File: src/rtl/preg_free_list_ctrl_if.sv
// Rename-stage bundle between the free-list controller, its allocation
// requesters, the commit-side release lanes and the free-list FIFO.
interface preg_free_list_ctrl_if #(
  parameter int NUM_REQ    = 2,
  parameter int NUM_REL    = 2,
  parameter int PREG_WIDTH = 6
);
  logic [NUM_REQ-1:0]                 req;
  logic [NUM_REQ-1:0]                 gnt;
  logic [PREG_WIDTH-1:0]              gnt_preg;
  logic [NUM_REL-1:0]                 rel_valid;
  logic [NUM_REL-1:0][PREG_WIDTH-1:0] rel_preg;
  logic                               flush;
  logic [NUM_REL-1:0]                 fl_wr_en;
  logic [NUM_REL-1:0][PREG_WIDTH-1:0] fl_wr_data;
  logic                               fl_rd_en;
  logic [PREG_WIDTH-1:0]              fl_rd_data;
  logic                               fl_empty;
  logic                               init_done;
  logic [PREG_WIDTH:0]                free_count;

  // Controller side.
  modport master (
    input  req, rel_valid, rel_preg, flush, fl_rd_data, fl_empty,
    output gnt, gnt_preg, fl_wr_en, fl_wr_data, fl_rd_en, init_done, free_count
  );

  // Requesters, commit lanes and FIFO side.
  modport slave (
    output req, rel_valid, rel_preg, flush, fl_rd_data, fl_empty,
    input  gnt, gnt_preg, fl_wr_en, fl_wr_data, fl_rd_en, init_done, free_count
  );
endinterface

File: src/rtl/preg_free_list_ctrl.sv
// Physical-register free-list controller: seeds the FIFO after reset,
// round-robin shares its pop port, merges commit releases into its write
// lanes and blocks allocation for a short window after a flush.
//
//   state   | meaning
//   --------+---------------------------------------------------------
//   ST_INIT | pushing ARCH_REGS..PHYS_REGS-1 into the FIFO, one per cycle
//   ST_RUN  | arbitrating pops, passing releases through
//   ST_HOLD | post-flush window: no grants, releases still accepted
module preg_free_list_ctrl #(
  parameter int NUM_REQ           = 2,
  parameter int NUM_REL           = 2,
  parameter int PREG_WIDTH        = 6,
  parameter int ARCH_REGS         = 32,
  parameter int PHYS_REGS         = 64,
  parameter int FLUSH_HOLD_CYCLES = 2
) (
  input  logic                  clk,
  input  logic                  reset,
  preg_free_list_ctrl_if.master bus
);

  localparam int RR_W   = (NUM_REQ > 1) ? $clog2(NUM_REQ) : 1;
  localparam int HOLD_W = (FLUSH_HOLD_CYCLES > 1) ? $clog2(FLUSH_HOLD_CYCLES) : 1;
  localparam int CNT_W  = PREG_WIDTH + 1;
  localparam int SUM_W  = CNT_W + 1;

  localparam logic [PREG_WIDTH-1:0] SEED_FIRST = PREG_WIDTH'(ARCH_REGS);
  localparam logic [PREG_WIDTH-1:0] SEED_LAST  = PREG_WIDTH'(PHYS_REGS - 1);
  localparam logic [HOLD_W-1:0]     HOLD_LOAD  = HOLD_W'(FLUSH_HOLD_CYCLES - 1);
  localparam logic [SUM_W-1:0]      FREE_MAX   = SUM_W'(PHYS_REGS - ARCH_REGS);

  typedef enum logic [1:0] {
    ST_INIT = 2'd0,
    ST_RUN  = 2'd1,
    ST_HOLD = 2'd2
  } state_t;

  state_t                             state_q;
  state_t                             state_d;
  logic [PREG_WIDTH-1:0]              seed_q;
  logic [RR_W-1:0]                    rr_q;
  logic [RR_W-1:0]                    rr_nxt;
  logic [HOLD_W-1:0]                  hold_q;
  logic [CNT_W-1:0]                   free_count_q;
  logic [CNT_W-1:0]                   free_count_d;
  logic                               init_done_q;

  logic [NUM_REQ-1:0]                 arb_gnt;
  logic [RR_W-1:0]                    arb_idx;
  logic [RR_W-1:0]                    scan_idx;
  logic                               arb_hit;

  logic [NUM_REQ-1:0]                 gnt_c;
  logic [NUM_REL-1:0]                 wr_en_c;
  logic [NUM_REL-1:0][PREG_WIDTH-1:0] wr_data_c;
  logic                               grant_any;

  logic [SUM_W-1:0]                   free_sum;
  logic [SUM_W-1:0]                   free_wide;
  logic                               free_underflow;
  logic                               free_overflow;

  function automatic logic [SUM_W-1:0] count_ones(input logic [NUM_REL-1:0] v);
    logic [SUM_W-1:0] n;
    n = '0;
    for (int i = 0; i < NUM_REL; i++) begin
      n = n + SUM_W'(v[i]);
    end
    return n;
  endfunction

  // State register; reset always lands in seeding.
  always_ff @(posedge clk) begin
    if (reset) begin
      state_q <= ST_INIT;
    end else begin
      state_q <= state_d;
    end
  end

  // Next-state: seeding ends after the last physical register is pushed,
  // a flush (re)starts the hold window, an expired window resumes RUN.
  always_comb begin
    state_d = state_q;
    unique case (state_q)
      ST_INIT: if (seed_q == SEED_LAST) state_d = ST_RUN;
      ST_RUN:  if (bus.flush) state_d = ST_HOLD;
      ST_HOLD: if (!bus.flush && hold_q == '0) state_d = ST_RUN;
      default: state_d = ST_INIT;
    endcase
  end

  // Round-robin scan starting at rr_q; the first active requester wins.
  always_comb begin
    int idx;
    arb_gnt  = '0;
    arb_idx  = '0;
    scan_idx = '0;
    arb_hit  = 1'b0;
    idx      = 0;
    for (int k = 0; k < NUM_REQ; k++) begin
      idx = int'(rr_q) + k;
      if (idx >= NUM_REQ) idx = idx - NUM_REQ;
      scan_idx = RR_W'(idx);
      if (!arb_hit && bus.req[scan_idx]) begin
        arb_hit = 1'b1;
        arb_idx = scan_idx;
      end
    end
    if (arb_hit) arb_gnt[arb_idx] = 1'b1;
  end

  assign rr_nxt = (int'(arb_idx) == NUM_REQ - 1) ? '0 : arb_idx + 1'b1;

  // Outputs: seed pushes on lane 0 in INIT, release pass-through otherwise;
  // grants only in RUN, never in a flush cycle and never from an empty FIFO.
  always_comb begin
    gnt_c     = '0;
    wr_en_c   = '0;
    wr_data_c = '0;
    if (!reset) begin
      unique case (state_q)
        ST_INIT: begin
          wr_en_c[0]   = 1'b1;
          wr_data_c[0] = seed_q;
        end
        ST_RUN: begin
          wr_en_c   = bus.rel_valid;
          wr_data_c = bus.rel_preg;
          if (!bus.flush && !bus.fl_empty) gnt_c = arb_gnt;
        end
        ST_HOLD: begin
          wr_en_c   = bus.rel_valid;
          wr_data_c = bus.rel_preg;
        end
        default: ;
      endcase
    end
  end

  assign grant_any = |gnt_c;

  // Free-count update, computed one bit wider so that wrap in either
  // direction is visible to the accounting checks.
  always_comb begin
    free_sum = {1'b0, free_count_q};
    if (state_q == ST_INIT) begin
      free_sum = free_sum + SUM_W'(1);
    end else begin
      free_sum = free_sum + count_ones(bus.rel_valid);
    end
    free_underflow = free_sum < SUM_W'(grant_any);
    free_wide      = free_sum - SUM_W'(grant_any);
    free_overflow  = free_wide > FREE_MAX;
    free_count_d   = free_wide[CNT_W-1:0];
  end

  // Seed counter, round-robin pointer, hold timer, free count, init flag.
  always_ff @(posedge clk) begin
    if (reset) begin
      seed_q       <= SEED_FIRST;
      rr_q         <= '0;
      hold_q       <= '0;
      free_count_q <= '0;
      init_done_q  <= 1'b0;
    end else begin
      if (state_q == ST_INIT) seed_q <= seed_q + 1'b1;
      if (grant_any) rr_q <= rr_nxt;
      if (state_q != ST_INIT && bus.flush) begin
        hold_q <= HOLD_LOAD;
      end else if (state_q == ST_HOLD && hold_q != '0) begin
        hold_q <= hold_q - 1'b1;
      end
      free_count_q <= free_count_d;
      init_done_q  <= (state_d != ST_INIT);
    end
  end

  // Simulation-only guards on release timing and free-list accounting.
  always_ff @(posedge clk) begin
    if (!reset) begin
      assert (!(state_q == ST_INIT && |bus.rel_valid))
        else $error("preg_free_list_ctrl: release during seeding");
      assert (!free_underflow)
        else $error("preg_free_list_ctrl: free_count underflow");
      assert (!free_overflow)
        else $error("preg_free_list_ctrl: free_count overflow");
    end
  end

  assign bus.gnt        = gnt_c;
  assign bus.fl_rd_en   = grant_any;
  assign bus.gnt_preg   = bus.fl_rd_data;
  assign bus.fl_wr_en   = wr_en_c;
  assign bus.fl_wr_data = wr_data_c;
  assign bus.init_done  = init_done_q;
  assign bus.free_count = free_count_q;

endmodule

File: src/flat_wrapper.sv
// flat-port wrapper written by rule: the top's interface ports become plain ports
module preg_free_list_ctrl_flat 
#(
  parameter int NUM_REQ           = 2,
  parameter int NUM_REL           = 2,
  parameter int PREG_WIDTH        = 6,
  parameter int ARCH_REGS         = 32,
  parameter int PHYS_REGS         = 64,
  parameter int FLUSH_HOLD_CYCLES = 2
)
  (clk, reset, bus_req, bus_rel_valid, bus_rel_preg, bus_flush, bus_fl_rd_data, bus_fl_empty, bus_gnt, bus_gnt_preg, bus_fl_wr_en, bus_fl_wr_data, bus_fl_rd_en, bus_init_done, bus_free_count);
  preg_free_list_ctrl_if #(.NUM_REQ(NUM_REQ), .NUM_REL(NUM_REL), .PREG_WIDTH(PREG_WIDTH)) bus_i ();
  input  logic clk;
  input  logic reset;
  input wire logic [$bits(bus_i.req)-1:0] bus_req;
  input wire logic [$bits(bus_i.rel_valid)-1:0] bus_rel_valid;
  input wire logic [$bits(bus_i.rel_preg)-1:0] bus_rel_preg;
  input wire logic [$bits(bus_i.flush)-1:0] bus_flush;
  input wire logic [$bits(bus_i.fl_rd_data)-1:0] bus_fl_rd_data;
  input wire logic [$bits(bus_i.fl_empty)-1:0] bus_fl_empty;
  output wire logic [$bits(bus_i.gnt)-1:0] bus_gnt;
  output wire logic [$bits(bus_i.gnt_preg)-1:0] bus_gnt_preg;
  output wire logic [$bits(bus_i.fl_wr_en)-1:0] bus_fl_wr_en;
  output wire logic [$bits(bus_i.fl_wr_data)-1:0] bus_fl_wr_data;
  output wire logic [$bits(bus_i.fl_rd_en)-1:0] bus_fl_rd_en;
  output wire logic [$bits(bus_i.init_done)-1:0] bus_init_done;
  output wire logic [$bits(bus_i.free_count)-1:0] bus_free_count;
  assign bus_i.req = bus_req;
  assign bus_i.rel_valid = bus_rel_valid;
  assign bus_i.rel_preg = bus_rel_preg;
  assign bus_i.flush = bus_flush;
  assign bus_i.fl_rd_data = bus_fl_rd_data;
  assign bus_i.fl_empty = bus_fl_empty;
  assign bus_gnt = bus_i.gnt;
  assign bus_gnt_preg = bus_i.gnt_preg;
  assign bus_fl_wr_en = bus_i.fl_wr_en;
  assign bus_fl_wr_data = bus_i.fl_wr_data;
  assign bus_fl_rd_en = bus_i.fl_rd_en;
  assign bus_init_done = bus_i.init_done;
  assign bus_free_count = bus_i.free_count;
  preg_free_list_ctrl #(.NUM_REQ(NUM_REQ), .NUM_REL(NUM_REL), .PREG_WIDTH(PREG_WIDTH), .ARCH_REGS(ARCH_REGS), .PHYS_REGS(PHYS_REGS), .FLUSH_HOLD_CYCLES(FLUSH_HOLD_CYCLES)) u_core (.clk(clk), .reset(reset), .bus(bus_i));
endmodule
File: config.mk
export PLATFORM = sky130hd
export DESIGN_NAME = preg_free_list_ctrl_flat
export DESIGN_NICKNAME = d
export VERILOG_FILES = /design/src/rtl/preg_free_list_ctrl_if.sv /design/src/rtl/preg_free_list_ctrl.sv /design/src/flat_wrapper.sv
export SDC_FILE = /design/constraint.sdc
export NUM_CORES = 1
export LEC_CHECK = 0
export CORE_MARGIN = 1.5
export CORE_UTILIZATION = 44
export DETAILED_ROUTE_END_ITERATION = 8
export PLACE_DENSITY_LB_ADDON = 0.08
export SLEW_MARGIN = 5
export SYNTH_ARGS = -nofsm -noshare
export SYNTH_HDL_FRONTEND = slang
export SYNTH_SLANG_ARGS = --single-unit
File: constraint.sdc
create_clock -name clk -period 6.1 [get_ports clk]
set_clock_uncertainty 0.2 [all_clocks]
set_input_delay 1.22 -clock clk [delete_from_list [all_inputs] [get_ports clk]]
set_output_delay 1.22 -clock clk [all_outputs]
set_load 0.02 [all_outputs]
==> qor.csv, run 1 <==
metric,value,unit
via count,1105,
Comb pwr share,0.190,
FP Rows,18,
WS Path Type,input port to primary output,
largest net degree at the start of global routing,20,
Yosys top cell by area,dfxtp_1,
status,completed,
Placer Congestion,0.765,
Seq pwr share,0.515,
Post CTS Setup Buffer Count,0,
first-pass GRT wire length,4300,µm
synth unique cells,35,
cts hold-fix bufs,0,
core area,0.00254,mm²
relative slew slack,0.454,
post-CTS sizing,0,
later-pin clock latency in the skew report,280,ps
asr flop ratio synth,0,
hold crit path type,register to register,
initial antenna violation count,0,
Max H-tree Level,1,
Die Y,55.7,µm
Clock Path Buffers,2,
die width,55.7,µm
CP endpoint kind,primary output,
switching share of power,0.249,
mapped cell area,0.00122,mm²
Clock Pin Slew Worst Setup and Hold Paths,100,ps
Max Cap Viol,0,
Psw,0.0000607,W
Achievable Freq,0.218,GHz
clock group share of total power,0.296,
Post-synth EDFFs,0,
clk sinks,18,
via count of the first global-routing pass,996,
ranking of synthesized cells by area,"dfxtp_1, ha_1, nor2_1, xor2_1, a22oi_1",
Final Max Tran Viols,0,
global-route usage over all layers,0.169,
drt total wl,2580,µm
Syn. warnings,0,
TritonCTS clock tree,done,
Pre-Repair DR Iteration Count,4,
post-DR wirelength/cell,12.2,µm
IO Pins,57,
PD cells,146,mW/mm²
final setup fails,0,
DRC Markers,0,
pre-CTS setup slack,1510,ps
Gate Count Post-Synth,144,
Final HPWL DP,1990,µm
die area,0.00311,mm²
LEAKAGE,0.637,nW
#FFs+latches synth,18,
layout cells sized above 1,0.0663,
initial drt markers,12,
Worst EP required,4680,ps
unrepaired setup endpoints after global routing,no,
grt ovf,0,
Hold WS,301,ps
part of the Yosys area used for sequential elements,0.294,
I/O Buffers,44,
Routed Antenna Nets,0,
"Arr. time, crit path",3170,ps
Root Buffer,clkbuf_4,
cts bufs inserted,3,
Post-synth top flop,dfxtp_1,
total power,0.000244,W
Initial Util,0.481,
"Avg Cell Area, Syn",8.50,µm²
fin worst setup slack,1510,ps
Tcrit/Tclk final,0.753,
minimum clock period,4590,ps
Tightest Pin Transition,819,ps
fraction of post-synthesis cell area in the top cell type by area,0.294,
maximum vdd drop,116,µV
crit start category,input port,
Final Hold Viols,0,
drt via density,5.24,
syn_nets,180,
nets,218,
n_diodes,0,
R2R setup slack,3410,ps
CP max FO,5,
Pint,0.000184,W
Setup TNS,0,ps
Syn-to-layout area delta,36.5,%
[power groups by stage]
stage	clock network [W]	logic (W)	registers, W
2_1_floorplan	0	0.0000261	0.000130
3_3_place_gp	0	0.0000452	0.000128
3_5_place_dp	0	0.0000459	0.000129
4_1_cts	0.0000753	0.0000467	0.000126
5_1_grt	0.0000798	0.0000505	0.000127
6_report	0.0000722	0.0000463	0.000126
[sequential cells by signal, indices dropped and copies added, names as in the netlist]
register	cells
u_core.bus.free_count	7
u_core.bus.init_done	1
u_core.hold_q	1
u_core.rr_q	1
u_core.seed_q	6
u_core.state_q	2
[synthesized netlist by cell type (2+ instances only)]
cell type  number
a21oi_1         7
a22oi_1         6
a31oi_1         2
and2_1          7
buf_4           6
clkbuf_1        5
dfxtp_1        18
ha_1            9
inv_1           4
mux2i_1         4
nand2_1        10
nand2b_1        2
nand4_1         3
nor2_1         23
nor2b_1         2
nor3_1          4
o21a_1          2
o21ai_0         5
xnor2_1         3
xnor2_2         2
xor2_1          6
[routing by layer]
| metal | wire [µm] | GRT usage | vias to the layer above |
|---|---|---|---|
| met2 | 1130 | 0.262 | 42 |
| li1 | - | - | 562 |
| met1 | 1220 | 0.216 | 497 |
| met3 | 216 | 0.0535 | 4 |
| met4 | 17 | 0.0697 | 0 |
| met5 | 0 | 0 | - |
[cell usage in the layout, fill, tap and decap left out, types with 2 or more instances in the layout]
cell type        instances
xor2_1                   6
nor3_1                   4
nor2b_1                  2
and2_1                   7
xnor2_2                  2
mux2i_1                  4
a22oi_1                  6
clkdlybuf4s50_1         44
xnor2_1                  3
nand4_1                  3
ha_1                     9
a31oi_1                  2
a21oi_1                  7
nor2_1                  23
o21a_1                   2
clkbuf_4                 3
o21ai_0                  5
nand2b_1                 2
inv_1                    4
dfxtp_1                 18
nand2_1                 10
[logic make-up (layout without fill, tap and decap cells)]
| family | Yosys count | in the layout | synth area share |
|---|---|---|---|
| compound gates | 26 | 26 | 0.135 |
| xor+xnor | 11 | 11 | 0.0910 |
| fa+ha+maj | 10 | 10 | 0.108 |
| buf+inv | 16 | 53 | 0.0736 |
| flops | 18 | 18 | 0.294 |
| mux | 5 | 5 | 0.0511 |
| simple gates | 58 | 58 | 0.246 |
[worst max-delay path: stages]
cell             delay, ps
clkdlybuf4s50_1        470
nor2b_1                160
nor3b_1                450
nand2_1                110
a21oi_1                130
clkdlybuf4s50_1        620
[through the flow]
stage | util | area [µm²] | cells
floorplan | - | 1220 | 144
global placement | 0.642 | 1630 | 207
detailed placement | 0.642 | 1630 | 207
CTS | 0.656 | 1670 | 211
global route | 0.656 | 1670 | 211
finish | 0.656 | 1670 | 211
[final cells by class]
type	count	area [µm²]
repair buffers	45	448
well taps	30	37.5
inverters	4	15.0
fillers	235	875
multi-input cells	110	773
flip-flops and latches	18	360
clock buffers	4	36.3
[path summary, 6_finish.rpt]
check	from	endpoint	cells after the start
worst max-delay path	bus_flush	bus_gnt[1]	6
worst min-delay path	u_core.hold_q	u_core.hold_q	2
worst max register to register	u_core.state_q[1]	u_core.bus.free_count[6]	10
worst min register to register	u_core.hold_q	u_core.hold_q	2
Power figures use the tool's default switching activity.
==> run 2, diff against run 1 <==
- CORE_UTILIZATION: 44 -> 37
- clock period: 6.1 -> 3.8 ns (I/O delays scaled with it)
==> run 2 against run 1 <==
  * Cell count grew 8.1%
  * Wire length grew 8.4%
  * Sequential cell count is the same
  * Critical path depth grew 1
  * Die area grew 18%
  * Sequential share of layout area shrank 0.51 points
  * Core utilization shrank 11 points
  * Total power grew 63%
  * First-iteration DRC count grew to 4.1 times the previous value
  * Non-clock buffer count grew 3
  * Clock power grew 69%
  * Register-to-register slack lost 2300 ps
==> qor.csv, run 2 (synthesized netlist as in run 1, its figures left out) <==
metric,value,unit,change
status,completed,,
initial antenna violation count,0,,unchanged
Max H-tree Level,1,,unchanged
most frequent cells in the layout,"clkdlybuf4s50_1, nor2_1, dfxtp_1, nand2_1, ha_1",,
Tcrit/Tclk final,0.918,,
Hold WS,314,ps,+12.8 ps
Psw,0.000103,W,+70%
first-pass GRT wire length,4690,µm,+9.0%
via count,1097,,-0.72%
cts bufs inserted,3,,unchanged
Initial Util,0.394,,-0.0865
"most common cell after layout, fill and taps aside",clkdlybuf4s50_1,,
worst setup path endpoint,bus_gnt[1],,
DRC Markers,0,,unchanged
initial drt markers,49,,+37
R2R setup slack,1100,ps,-2310 ps
Final Hold Viols,0,,unchanged
IO Pins,57,,unchanged
post-route cell area,0.00171,mm²,+2.4%
drt via density,4.81,,-8.1%
Crit. Startpoint,bus_flush,,
pre-CTS setup slack,313,ps,-1200 ps
clk sinks,18,,unchanged
post-DR wirelength/cell,12.3,µm,+0.35%
global-route usage over all layers,0.169,,+0.000530
Pint,0.000295,W,+61%
Worst EP required,2840,ps,-1840 ps
Max Cap Viol,0,,unchanged
Syn-to-layout area delta,39.8,%,
switching share of power,0.259,,+0.0105
post-CTS sizing,0,,unchanged
cts hold-fix bufs,0,,unchanged
worst-case reg-to-reg path depth,9,,-1
Tightest Pin Transition,425,ps,-394 ps
Clock Path Buffers,2,,unchanged
CP max FO,5,,unchanged
max reg flops,7,,unchanged
"Arr. time, crit path",2530,ps,-640 ps
Final Max Tran Viols,0,,unchanged
grt ovf,0,,unchanged
Fill cells,317,,+35%
largest net degree at the start of global routing,13,,-35%
Setup TNS,0,ps,unchanged
die area,0.00366,mm²,+18%
Routed Antenna Nets,0,,unchanged
final setup fails,0,,unchanged
TritonCTS clock tree,done,,
crit start category,input port,,
DP Area,0.00167,mm²,+2.5%
FP Rows,20,,+2
Seq pwr share,0.506,,-0.009
Final HPWL DP,2230,µm,+12%
Root Buffer,clkbuf_4,,
Die Y,60.5,µm,+8.6%
layout cells sized above 1,0.0815,,+0.0152
clock group share of total power,0.305,,+0.009
Final Util,0.551,,-0.105
Post CTS Setup Buffer Count,0,,unchanged
Pre-Repair DR Iteration Count,4,,unchanged
Placer Congestion,0.761,,-0.44%
CP endpoint kind,primary output,,
hold crit path type,register to register,,
Clock Pin Slew Worst Setup and Hold Paths,110,ps,about the same
I/O Buffers,44,,unchanged
PD cells,233,mW/mm²,+59%
via count of the first global-routing pass,1066,,+7.0%
Hold Crit Depth,2,,unchanged
later-pin clock latency in the skew report,300,ps,+20 ps
core area,0.00310,mm²,+22%
maximum vdd drop,131,µV,+13%
die width,60.5,µm,+8.6%
Worst R2R End,u_core.bus.free_count[6],,
relative slew slack,0.714,,+0.260
unrepaired setup endpoints after global routing,no,,
drt total wl,2800,µm,+8.4%
WS Path Type,input port to primary output,,
n_diodes,0,,unchanged
LEAKAGE,0.652,nW,+2.3%
nets,221,,+1.4%
minimum clock period,3490,ps,
reg-to-reg startpoint,u_core.state_q[1],,
Comb pwr share,0.189,,about the same
fin worst setup slack,311,ps,-1200 ps
Achievable Freq,0.287,GHz,
[run 2: changes by cell type in the layout (fill, tap and decap cells not counted), sizes merged]
cell,change
buf,+3
[run 2: worst min-delay path by stage]
| stage | endpoint | slack, ps | startpoint |
|---|---|---|---|
| after detailed placement | u_core.hold_q | 290 | u_core.hold_q |
| final | u_core.hold_q | 310 | u_core.hold_q |
| after CTS | u_core.hold_q | 310 | u_core.hold_q |
| after global routing | u_core.hold_q | 330 | u_core.hold_q |
| after global placement | u_core.hold_q | 270 | u_core.hold_q |
| after floorplan | u_core.hold_q | 260 | u_core.hold_q |
[run 2: stage by stage]
stage               instances  total power [W]
finish                    228         0.000399
global placement          224         0.000280
floorplan                 144         0.000250
global route              228         0.000420
CTS                       228         0.000405
detailed placement        224         0.000282
[run 2: final cells by class]
| cell class | count | area [µm²] | area share |
|---|---|---|---|
| inverter | 4 | 15.0 | 0.00878 |
| sequential | 18 | 360 | 0.211 |
| clock buffer | 4 | 36.3 | 0.0212 |
| tap | 44 | 55.1 | 0.0322 |
| timing repair buffer | 48 | 470 | 0.275 |
| multi-input combinational | 110 | 773 | 0.452 |
[run 2: power groups by stage]
stage          clock network [W]  registers, W   logic, W
2_1_floorplan                  0      0.000208  0.0000420
3_3_place_gp                   0      0.000206  0.0000745
3_5_place_dp                   0      0.000206  0.0000757
4_1_cts                 0.000126      0.000202  0.0000763
5_1_grt                 0.000134      0.000203  0.0000825
6_report                0.000122      0.000202  0.0000753
[run 2: routing by layer]
layer | part of all wire | global-route usage | vias to the layer above
met3 | 0.042 | 0.0362 | 4
met1 | 0.45 | 0.209 | 496
met2 | 0.50 | 0.298 | 24
met4 | 0.0089 | 0.0497 | 0
met5 | 0 | 0 | -
li1 | - | - | 573
[run 2: worst max-delay path, stage by stage]
cell and delay, ps:
clkdlybuf4s50_1 480, nor2b_1 150, nor3b_1 190, buf_4 160
nand2_1 50, a21oi_1 110, clkdlybuf4s50_1 620
==> run 3, diff against run 2 <==
- CORE_ASPECT_RATIO: unset -> 0.5
==> run 3 against run 2 <==
  * Die area up 0.57%
  * First-iteration DRC count down 29%
  * Global-route usage down 0.26 points
  * Setup slack worse by 22 ps
  * Non-clock buffer count up 1
  * Design area up 1.2%
  * Clock-buffer cell count unchanged
  * Sequential power about the same
  * Core utilization up 1.0 points
  * Fmax down 0.62%
  * Total power up 10%
==> qor.csv, run 3 (synthesized netlist as in run 1, its figures left out) <==
metric,value,unit,change
status,completed,,
DP Area,0.00168,mm²,+0.15%
Slowest cell on crit path,clkdlybuf4s50_1,,
CP top delay family,buffers and inverters,,
n_diodes,0,,unchanged
CP max FO,5,,unchanged
GRT busiest layer,met2,,
crit-path most repeated cell,clkdlybuf4s50_1,,
met3 Resource Use GR,0.0552,,+0.0190
via count,1096,,-0.091%
hold crit path type,register to register,,
cts bufs inserted,3,,unchanged
die area,0.00368,mm²,+0.57%
CP endpoint kind,primary output,,
LEAKAGE,0.664,nW,+1.9%
via count of the first global-routing pass,1047,,-1.8%
Pre-Repair DR Iteration Count,6,,+2
maximum vdd drop,105,µV,-20%
TritonCTS clock tree,done,,
Final Max Tran Viols,0,,unchanged
GRT met2 Usage,0.302,,+0.00426
minimum clock period,3510,ps,+21.7 ps
DRC Markers,0,,unchanged
drt via density,4.87,,+1.2%
core area,0.00308,mm²,-0.65%
"Arr. time, crit path",2550,ps,+20 ps
Final HPWL DP,2170,µm,-2.9%
"most common cell after layout, fill and taps aside",clkdlybuf4s50_1,,
die width,84.3,µm,+39%
drt total wl,2840,µm,+1.4%
CP max stage delay,610,ps,about the same
Worst EP required,2840,ps,about the same
relative slew slack,0.646,,-0.0688
CP bufs+invs,3,,unchanged
post-CTS sizing,0,,unchanged
crit path cell chain,clkdlybuf4s50_1 > nor2b_1 > nor3b_1 > buf_4 > nand2_1 > a21oi_1 > clkdlybuf4s50_1,,
Max Cap Viol,0,,unchanged
Post CTS Setup Buffer Count,0,,unchanged
Clock Pin Slew Worst Setup and Hold Paths,80,ps,-30 ps
unrepaired setup endpoints after global routing,no,,
Achievable Freq,0.285,GHz,-0.62%
cts hold-fix bufs,0,,unchanged
Syn-to-layout area delta,41.5,%,
PD cells,254,mW/mm²,+8.9%
Initial Util,0.397,,+0.00256
post-route cell area,0.00173,mm²,+1.2%
Clock Path Buffers,2,,unchanged
Max H-tree Level,1,,unchanged
M1 GR Usage,0.201,,-0.00753
Placer Congestion,0.774,,+1.7%
max reg flops,7,,unchanged
IO Pins,57,,unchanged
Tightest Pin Transition,532,ps,+106 ps
Root Buffer,clkbuf_8,,
layout cells sized above 1,0.0865,,+0.00496
Final Hold Viols,0,,unchanged
largest net degree at the start of global routing,14,,+1
final setup fails,0,,unchanged
I/O Buffers,44,,unchanged
initial drt markers,35,,-29%
clk sinks,18,,unchanged
most frequent cells in the layout,"clkdlybuf4s50_1, nor2_1, dfxtp_1, nand2_1, ha_1",,
Die Y,43.7,µm,-28%
later-pin clock latency in the skew report,260,ps,-40 ps
FP Rows,14,,-30%
post-DR wirelength/cell,12.6,µm,+2.7%
Tcrit/Tclk final,0.924,,+0.00570
nets,222,,+0.45%
Routed Antenna Nets,0,,unchanged
crit start category,input port,,
global-route usage over all layers,0.167,,-0.00259
WS Path Type,input port to primary output,,
initial antenna violation count,0,,unchanged
first-pass GRT wire length,4870,µm,+4.0%
Setup TNS,0,ps,unchanged
grt ovf,0,,unchanged
run 3: routing by layer:
| metal | wire length [µm] | up-vias |
|---|---|---|
| li1 | - | 573 |
| met4 | 11 | 0 |
| met3 | 125 | 4 |
| met1 | 1360 | 506 |
| met2 | 1340 | 13 |
| met5 | 0 | - |
run 3: area by class of cell:
| cell class | instances | area, µm² |
|---|---|---|
| multi-input combinational | 110 | 773 |
| clock buffer | 4 | 55.1 |
| timing repair buffer | 49 | 478 |
| inverter | 4 | 15.0 |
| tap | 40 | 50.0 |
| fill | 302 | 1350 |
| sequential | 18 | 360 |
run 3: through the flow:
stage | power (W) | setup WS [ps] | cells | utilization | hold slack, ps
after floorplan | 0.000250 | 964 | 144 | - | 260
after global placement | 0.000281 | 258 | 221 | 0.544 | 269
after detailed placement | 0.000282 | 306 | 221 | 0.544 | 288
after CTS | 0.000446 | 285 | 225 | 0.562 | 300
after global routing | 0.000465 | 103 | 225 | 0.562 | 331
final | 0.000440 | 290 | 225 | 0.562 | 296
run 3: worst register-to-register path: cells and delay by family (launching register included):
| kind | cells | cell delay [ps] |
|---|---|---|
| mux | 1 | 210 |
| flops | 1 | 350 |
| buf+inv | 2 | 380 |
| simple gates | 3 | 570 |
| fa+ha+maj | 3 | 890 |
run 3: worst paths after layout:
path                            slack, ps                       end  depth (start not counted)              start
worst max-delay path                  290                bus_gnt[1]                          7          bus_flush
worst min-delay path                  300             u_core.hold_q                          2      u_core.hold_q
worst max register to register       1080  u_core.bus.free_count[6]                          9  u_core.state_q[1]
worst min register to register        300             u_core.hold_q                          2      u_core.hold_q
run 3: where the power goes:
| part | total, W | switching [W] | leakage (nW) | internal, W |
|---|---|---|---|---|
| Sequential | 0.000202 | 0.00000743 | 0.146 | 0.000194 |
| Clock | 0.000163 | 0.0000705 | 0.0288 | 0.0000922 |
| Combinational | 0.0000751 | 0.0000323 | 0.489 | 0.0000428 |
